### config.mk
export PLATFORM = sky130hd
export DESIGN_NAME = fifo_burst_reader
export DESIGN_NICKNAME = d
export VERILOG_FILES = /design/src/rtl/fifo_burst_reader_pkg.sv /design/src/rtl/fifo_burst_reader_skid.sv /design/src/rtl/fifo_burst_reader.sv
export SDC_FILE = /design/constraint.sdc
export NUM_CORES = 1
export LEC_CHECK = 0
export ABC_AREA = 1
export CORE_MARGIN = 2
export CORE_UTILIZATION = 52
export CTS_BUF_LIST = sky130_fd_sc_hd__clkbuf_8
export CTS_CLUSTER_SIZE = 20
export DETAILED_ROUTE_END_ITERATION = 16
export GPL_TIMING_DRIVEN = 0
export HOLD_SLACK_MARGIN = 0.02
export PLACE_DENSITY = 0.86
export SETUP_SLACK_MARGIN = 0.4
export SLEW_MARGIN = 0
export SYNTH_ARGS = -nofsm -noshare
export SYNTH_HDL_FRONTEND = slang
export SYNTH_SLANG_ARGS = --single-unit
### constraint.sdc
create_clock -name clk -period 2 [get_ports clk]
set_clock_uncertainty 0.1 [all_clocks]
set_input_delay 0.2 -clock clk [delete_from_list [all_inputs] [get_ports clk]]
set_output_delay 0.2 -clock clk [all_outputs]
set_load 0.03 [all_outputs]
### src/rtl/fifo_burst_reader_pkg.sv
// Shared definitions for the FIFO burst reader: FSM state encoding,
// skid buffer size and the occupancy-counter width helper.
package fifo_burst_reader_pkg;

   typedef enum logic [1:0] {
      S_IDLE  = 2'd0,
      S_BURST = 2'd1,
      S_FLUSH = 2'd2
   } state_t;

   // Three entries cover the one-cycle FIFO read latency plus one beat of
   // slack, enough for one beat per clock with out_ready held high.
   localparam int SKID_DEPTH = 3;

   // Occupancy counters must represent 0..depth inclusive.
   function automatic int cnt_width(input int depth);
      return $clog2(depth) + 1;
   endfunction

endpackage

### src/rtl/fifo_burst_reader_skid.sv
// In-order 3-entry register FIFO holding {last, data} beats between the
// FIFO read port and the output stream. Entry 0 is always the head, so
// the head only changes on a pop or on a push into an empty buffer.
module fifo_reader_skid
   import fifo_burst_reader_pkg::*;
#(
   parameter int W = 9
) (
   input  logic         clk,
   input  logic         rst,
   input  logic         push,
   input  logic [W-1:0] push_data,
   input  logic         pop,
   output logic [W-1:0] head,
   output logic [1:0]   occ,
   output logic         valid
);

   logic [W-1:0] mem [SKID_DEPTH];
   logic         do_push;
   logic         do_pop;
   logic [1:0]   wr_idx;

   assign valid   = (occ != 2'd0);
   assign do_pop  = pop && valid;
   // The reader never over-issues, but a push into a full buffer is
   // still dropped rather than corrupting the head.
   assign do_push = push && ((occ != 2'(SKID_DEPTH)) || do_pop);
   // Write slot is computed after the shift caused by a same-cycle pop.
   assign wr_idx  = occ - {1'b0, do_pop};
   assign head    = mem[0];

   // Shift-down storage with occupancy tracking
   always_ff @(posedge clk or posedge rst) begin
      if (rst) begin
         for (int i = 0; i < SKID_DEPTH; i++) mem[i] <= '0;
         occ <= 2'd0;
      end else begin
         if (do_pop) begin
            for (int i = 0; i < SKID_DEPTH - 1; i++) mem[i] <= mem[i+1];
         end
         // Later assignment wins over the shift for the written slot.
         if (do_push) begin
            case (wr_idx)
               2'd0:    mem[0] <= push_data;
               2'd1:    mem[1] <= push_data;
               default: mem[2] <= push_data;
            endcase
         end
         occ <= occ + {1'b0, do_push} - {1'b0, do_pop};
      end
   end

endmodule

### src/rtl/fifo_burst_reader.sv
// Read-side master for the elastic FIFOs. Waits for a full burst (or a
// flush request with a short tail), drains exactly that many words with
// one-cycle read latency and presents them as a valid/ready stream with
// out_last on the final beat of each burst.
module fifo_burst_reader
   import fifo_burst_reader_pkg::*;
#(
   parameter int WIDTH = 8,
   parameter int DEPTH = 32,
   parameter int CNT_W = cnt_width(DEPTH),
   parameter int BURST = 4
) (
   input  logic             clk,
   input  logic             rst,
   input  logic             fifo_empty,
   input  logic [CNT_W-1:0] fifo_count,
   input  logic [WIDTH-1:0] fifo_data,
   output logic             fifo_rd_en,
   input  logic             flush,
   output logic [WIDTH-1:0] out_data,
   output logic             out_valid,
   input  logic             out_ready,
   output logic             out_last,
   output logic             busy
);

   localparam logic [CNT_W-1:0] BURST_C = CNT_W'(BURST);

   state_t           state;
   logic [CNT_W-1:0] beats_left;
   logic [CNT_W-1:0] total;
   logic [CNT_W-1:0] cap_cnt;
   logic             inflight;
   logic [1:0]       skid_occ;
   logic [WIDTH:0]   skid_head;
   logic             cap_last;
   logic             xfer_last;

   // Reads only go out when the skid buffer can absorb every word already
   // requested plus this one; out_ready is deliberately not in this path.
   assign fifo_rd_en = (state != S_IDLE) && (beats_left != '0) && !fifo_empty &&
                       (({1'b0, skid_occ} + {2'b00, inflight}) <= 3'(SKID_DEPTH - 1));

   // The word arriving now is beat number cap_cnt+1 of the burst.
   assign cap_last  = ((cap_cnt + CNT_W'(1)) == total);
   assign xfer_last = out_valid && out_ready && out_last;
   assign busy      = (state != S_IDLE);

   assign out_data  = skid_head[WIDTH-1:0];
   assign out_last  = skid_head[WIDTH];

   // Burst FSM: burst sizing in IDLE, read/capture counting while active
   always_ff @(posedge clk or posedge rst) begin
      if (rst) begin
         state      <= S_IDLE;
         beats_left <= '0;
         total      <= '0;
         cap_cnt    <= '0;
         inflight   <= 1'b0;
      end else begin
         inflight <= fifo_rd_en;
         case (state)
            S_IDLE: begin
               // No reads happen in IDLE, so fifo_count is exact here and
               // a full burst takes priority over a flush tail.
               if (fifo_count >= BURST_C) begin
                  state      <= S_BURST;
                  beats_left <= BURST_C;
                  total      <= BURST_C;
                  cap_cnt    <= '0;
               end else if (flush && (fifo_count != '0)) begin
                  state      <= S_FLUSH;
                  beats_left <= fifo_count;
                  total      <= fifo_count;
                  cap_cnt    <= '0;
               end
            end
            default: begin
               if (fifo_rd_en) beats_left <= beats_left - CNT_W'(1);
               if (inflight)   cap_cnt    <= cap_cnt + CNT_W'(1);
               if (xfer_last)  state      <= S_IDLE;
            end
         endcase
      end
   end

   fifo_reader_skid #(
      .W (WIDTH + 1)
   ) u_skid (
      .clk       (clk),
      .rst       (rst),
      .push      (inflight),
      .push_data ({cap_last, fifo_data}),
      .pop       (out_ready),
      .head      (skid_head),
      .occ       (skid_occ),
      .valid     (out_valid)
   );

endmodule

==> results.yml <==
finish:
  final_area_mm2: 0.003824
  diodes: 0
  syn2layout_area_growth_pct: 45.73
  final_layout_size_suffix_gt1_share_pct: 33.33
  ff_latch_area_mm2: 0.001252
  multi_input_area_mm2: 0.001478
  nets: 401
  nFillCells: 262
worst_setup_path:
  crit_buf_inv: 5
  reg2reg_from: "u_skid.occ[0]"
  crit_path_top_delay_cell: "dfrtp_1"
  cp-end-kind: "flop"
  path_class: "reg -> reg"
  max_stage_delay_ps: 430
  critPathLaunchType: "flop"
  path_cells: "buf_6 -> inv_4 -> nand2_4 -> nand2_8 -> inv_6 -> buf_8 -> ha_4 -> xnor2_4 -> nand3_4 -> buf_6 -> o211ai_1 -> o21ai_1"
  r2r-end: "u_skid.head[8]"
  rrSetupSlack_ps: -160
  cpMostUsedCell: "buf_6"
  arrival_ps: 2240
  reg2reg_depth: 12
  required_ps: 2090
  path_delay_family: "buffers and inverters"
  cp_max_fo: 7
clock_network:
  cts_buffers: 5
  cts_buffer_depth: 2
  clk_pin_slew_ps: 100
  cts_tree: "done"
  htreeDepth: 2
  clock-sinks: 50
  cts-root-buf: "clkbuf_8"
  clk_latency_ps: 320
timing:
  relSlewSlack_pct: 66.48
  fin_crit_sh_pct: 107.9
  hold_viol_final: 0
  report.final.slew_viol_count: 0
  fin_crit_ps: 2158
  setup_viol: 26
  whs_ps: 83.90
  rsz0062_at_grt: "yes"
  finalSetupTns_ps: -2044
  max_freq_ghz: 0.4634
  fin_ws_ps: -158.0
  worst_pin_slew_ps: 502.8
power:
  seq_power_share_pct: 26.3
  p_int_w: 0.003632
  vdd_ir_drop_max_v: 0.001313
  combPwrFrac_pct: 59.7
  leakage_nw: 1.770
  power_density_mw_per_mm2: 1668
  power.switching_w: 0.002744
  clock_power_share_pct: 14.0
  sw_frac_of_total_pct: 43.03
placement:
  gp_congestion: 0.8937
  dpl_cell_area_mm2: 0.003102
  portBuffers: 30
  hpwl_mm: 4.071
synth:
  synth.area.top_cells: "dfrtp_1 48%, nand2_1 10%, inv_1 5.0%, nor2_1 4.4%, nand3_1 4.2%"
  synth-edff-count: 0
  synth.avg_cell_area_um2: 8.603
  yosysWarnings: 0
  syn_nets: 332
  yosys.area.top_type: "dfrtp_1"
  ys_seq_elements: 50
  ys_seq_area_share_pct: 47.69
  ys_types: 28
  netlist_instances: 305
  synth_ff_type: "dfrtp_1"
  netlist.area_leader.share_pct: 47.69
  async_reset_ff_share_pct: 100.0
  syn_area_mm2: 0.002624
global_route:
  grt_max_degree: 33
  track_usage_pct: 30.35
  grt_pass1_wl_mm: 12.51
  grt_pass1_vias: 2578
  gr-total-overflow: 0
  grt_antenna_before_repair: 0
routing:
  detail-route-antenna-nets: 0
  wl_mm: 8.706
  drc_errors: 0
  wl_per_cell_um: 19.70
  via_per_inst: 5.894
  drt_iter0_drc: 230
  num_vias: 2605
  firstDrtPassIters: 5
floorplanning:
  start_util_pct: 54.82
  io_pins: 31
  die_y_um: 75.04
  rows: 25
  die-area_mm2: 0.005630
  coreArea_mm2: 0.004786
  die_w_um: 75.04
flow_run:
  maxCapViolCount: 0
run_status:
  violations: "setup timing"
  status: "finished, violations left"
min_path:
  hp-class: "in -> async"
==> cell families after synthesis <==
kind of cell | synth area share (%)
buffers and inverters | 10.20
xor gates and xnor gates | 2.289
muxes | 3.434
adders and majority gates | 3.815
AOI/OAI and AO/OA | 10.63
DFF | 47.69
and+or+nand+nor | 21.94
==> stage by stage <==
step / setup slack [ps] / cells / util (%) / total power [W]
after floorplan: -38.14 / 305 / - / 0.003379
after global placement: -616.3 / 402 / 64.39 / 0.003884
after detailed placement: -428.2 / 403 / 64.81 / 0.004001
after CTS: -41.38 / 433 / 75.11 / 0.005570
after global routing: -245.4 / 442 / 79.90 / 0.006640
final: -158.0 / 442 / 79.90 / 0.006376
==> registers in the layout, summed over array words and instances (netlist names) <==
name	count
u_skid.head	9
cap_cnt	6
inflight	1
total	6
u_skid.mem	18
beats_left	6
u_skid.occ	2
state	2
==> area by class of cell <==
type                       instances  area share (%)
buffer                            15           3.665
clock buffer                       6           2.160
clock inverter                     2           1.571
inverter                          39           4.221
multi-input combinational        203           38.65
sequential                        50           32.76
tap                               67           2.192
timing repair buffer              60           14.79
==> cell usage in the layout, fill, tap and decap left out, types with 5 or more instances in the layout <==
| master | instances |
|---|---|
| nand2_1 | 64 |
| dfrtp_1 | 49 |
| inv_1 | 27 |
| buf_4 | 27 |
| nor2_1 | 20 |
| nand3_1 | 19 |
| clkdlybuf4s50_1 | 18 |
| buf_6 | 15 |
| a31oi_1 | 11 |
| o21ai_0 | 9 |
| dlygate4sd2_1 | 9 |
| inv_2 | 8 |
| mux2_4 | 8 |
| nor2_4 | 7 |
| nand2_4 | 6 |
| clkbuf_8 | 6 |
| a31oi_4 | 5 |
| o21ai_2 | 5 |
| nor2_2 | 5 |
==> timing repair <==
action                     in CTS  in global routing
pin swaps                      10                  6
setup endpoints to repair      48                 47
resized for setup              74                 39
hold buffers                    0                  0
setup buffers                  17                  9
cloned                          5                  0
==> worst max-delay path by stage <==
| stage | from | endpoint | cells after the start |
|---|---|---|---|
| 2_1_floorplan | u_skid.occ[1] | u_skid.mem[0] | 10 |
| 3_5_place_dp | u_skid.occ[0] | fifo_rd_en | 8 |
| 6_report | u_skid.occ[0] | u_skid.head[8] | 12 |
| 5_1_grt | u_skid.occ[0] | u_skid.mem[14] | 12 |
| 4_1_cts | u_skid.occ[0] | fifo_rd_en | 8 |
| 3_3_place_gp | rst | u_skid.occ[1] | 2 |
==> metal layers <==
| metal | global-route usage, % | up-vias | routed length [um] |
|---|---|---|---|
| li1 | - | 1132 | - |
| met1 | 36.00 | 1234 | 3192 |
| met2 | 51.27 | 184 | 4304 |
| met3 | 6.961 | 55 | 706 |
| met4 | 16.07 | 0 | 503 |
| met5 | 0 | - | 0 |
==> cells in the mapped netlist, types with 4 or more instances <==
cell type / n
a31oi_1: 16
buf_4: 11
dfrtp_1: 50
ha_1: 8
inv_1: 35
inv_2: 4
mux2_2: 8
nand2_1: 70
nand3_1: 22
nand4_1: 4
nor2_1: 31
o21ai_0: 15
o22ai_1: 4
==> power groups by stage <==
stage	clock, W	combinational [W]	sequential (W)
after floorplan	0	0.00176	0.00162
after global placement	0	0.00225	0.00164
after global routing	0.000929	0.00402	0.00170
final	0.000893	0.00381	0.00168
after CTS	0.000876	0.00308	0.00162
after detailed placement	0	0.00234	0.00166
Power figures use the tool's default switching activity.
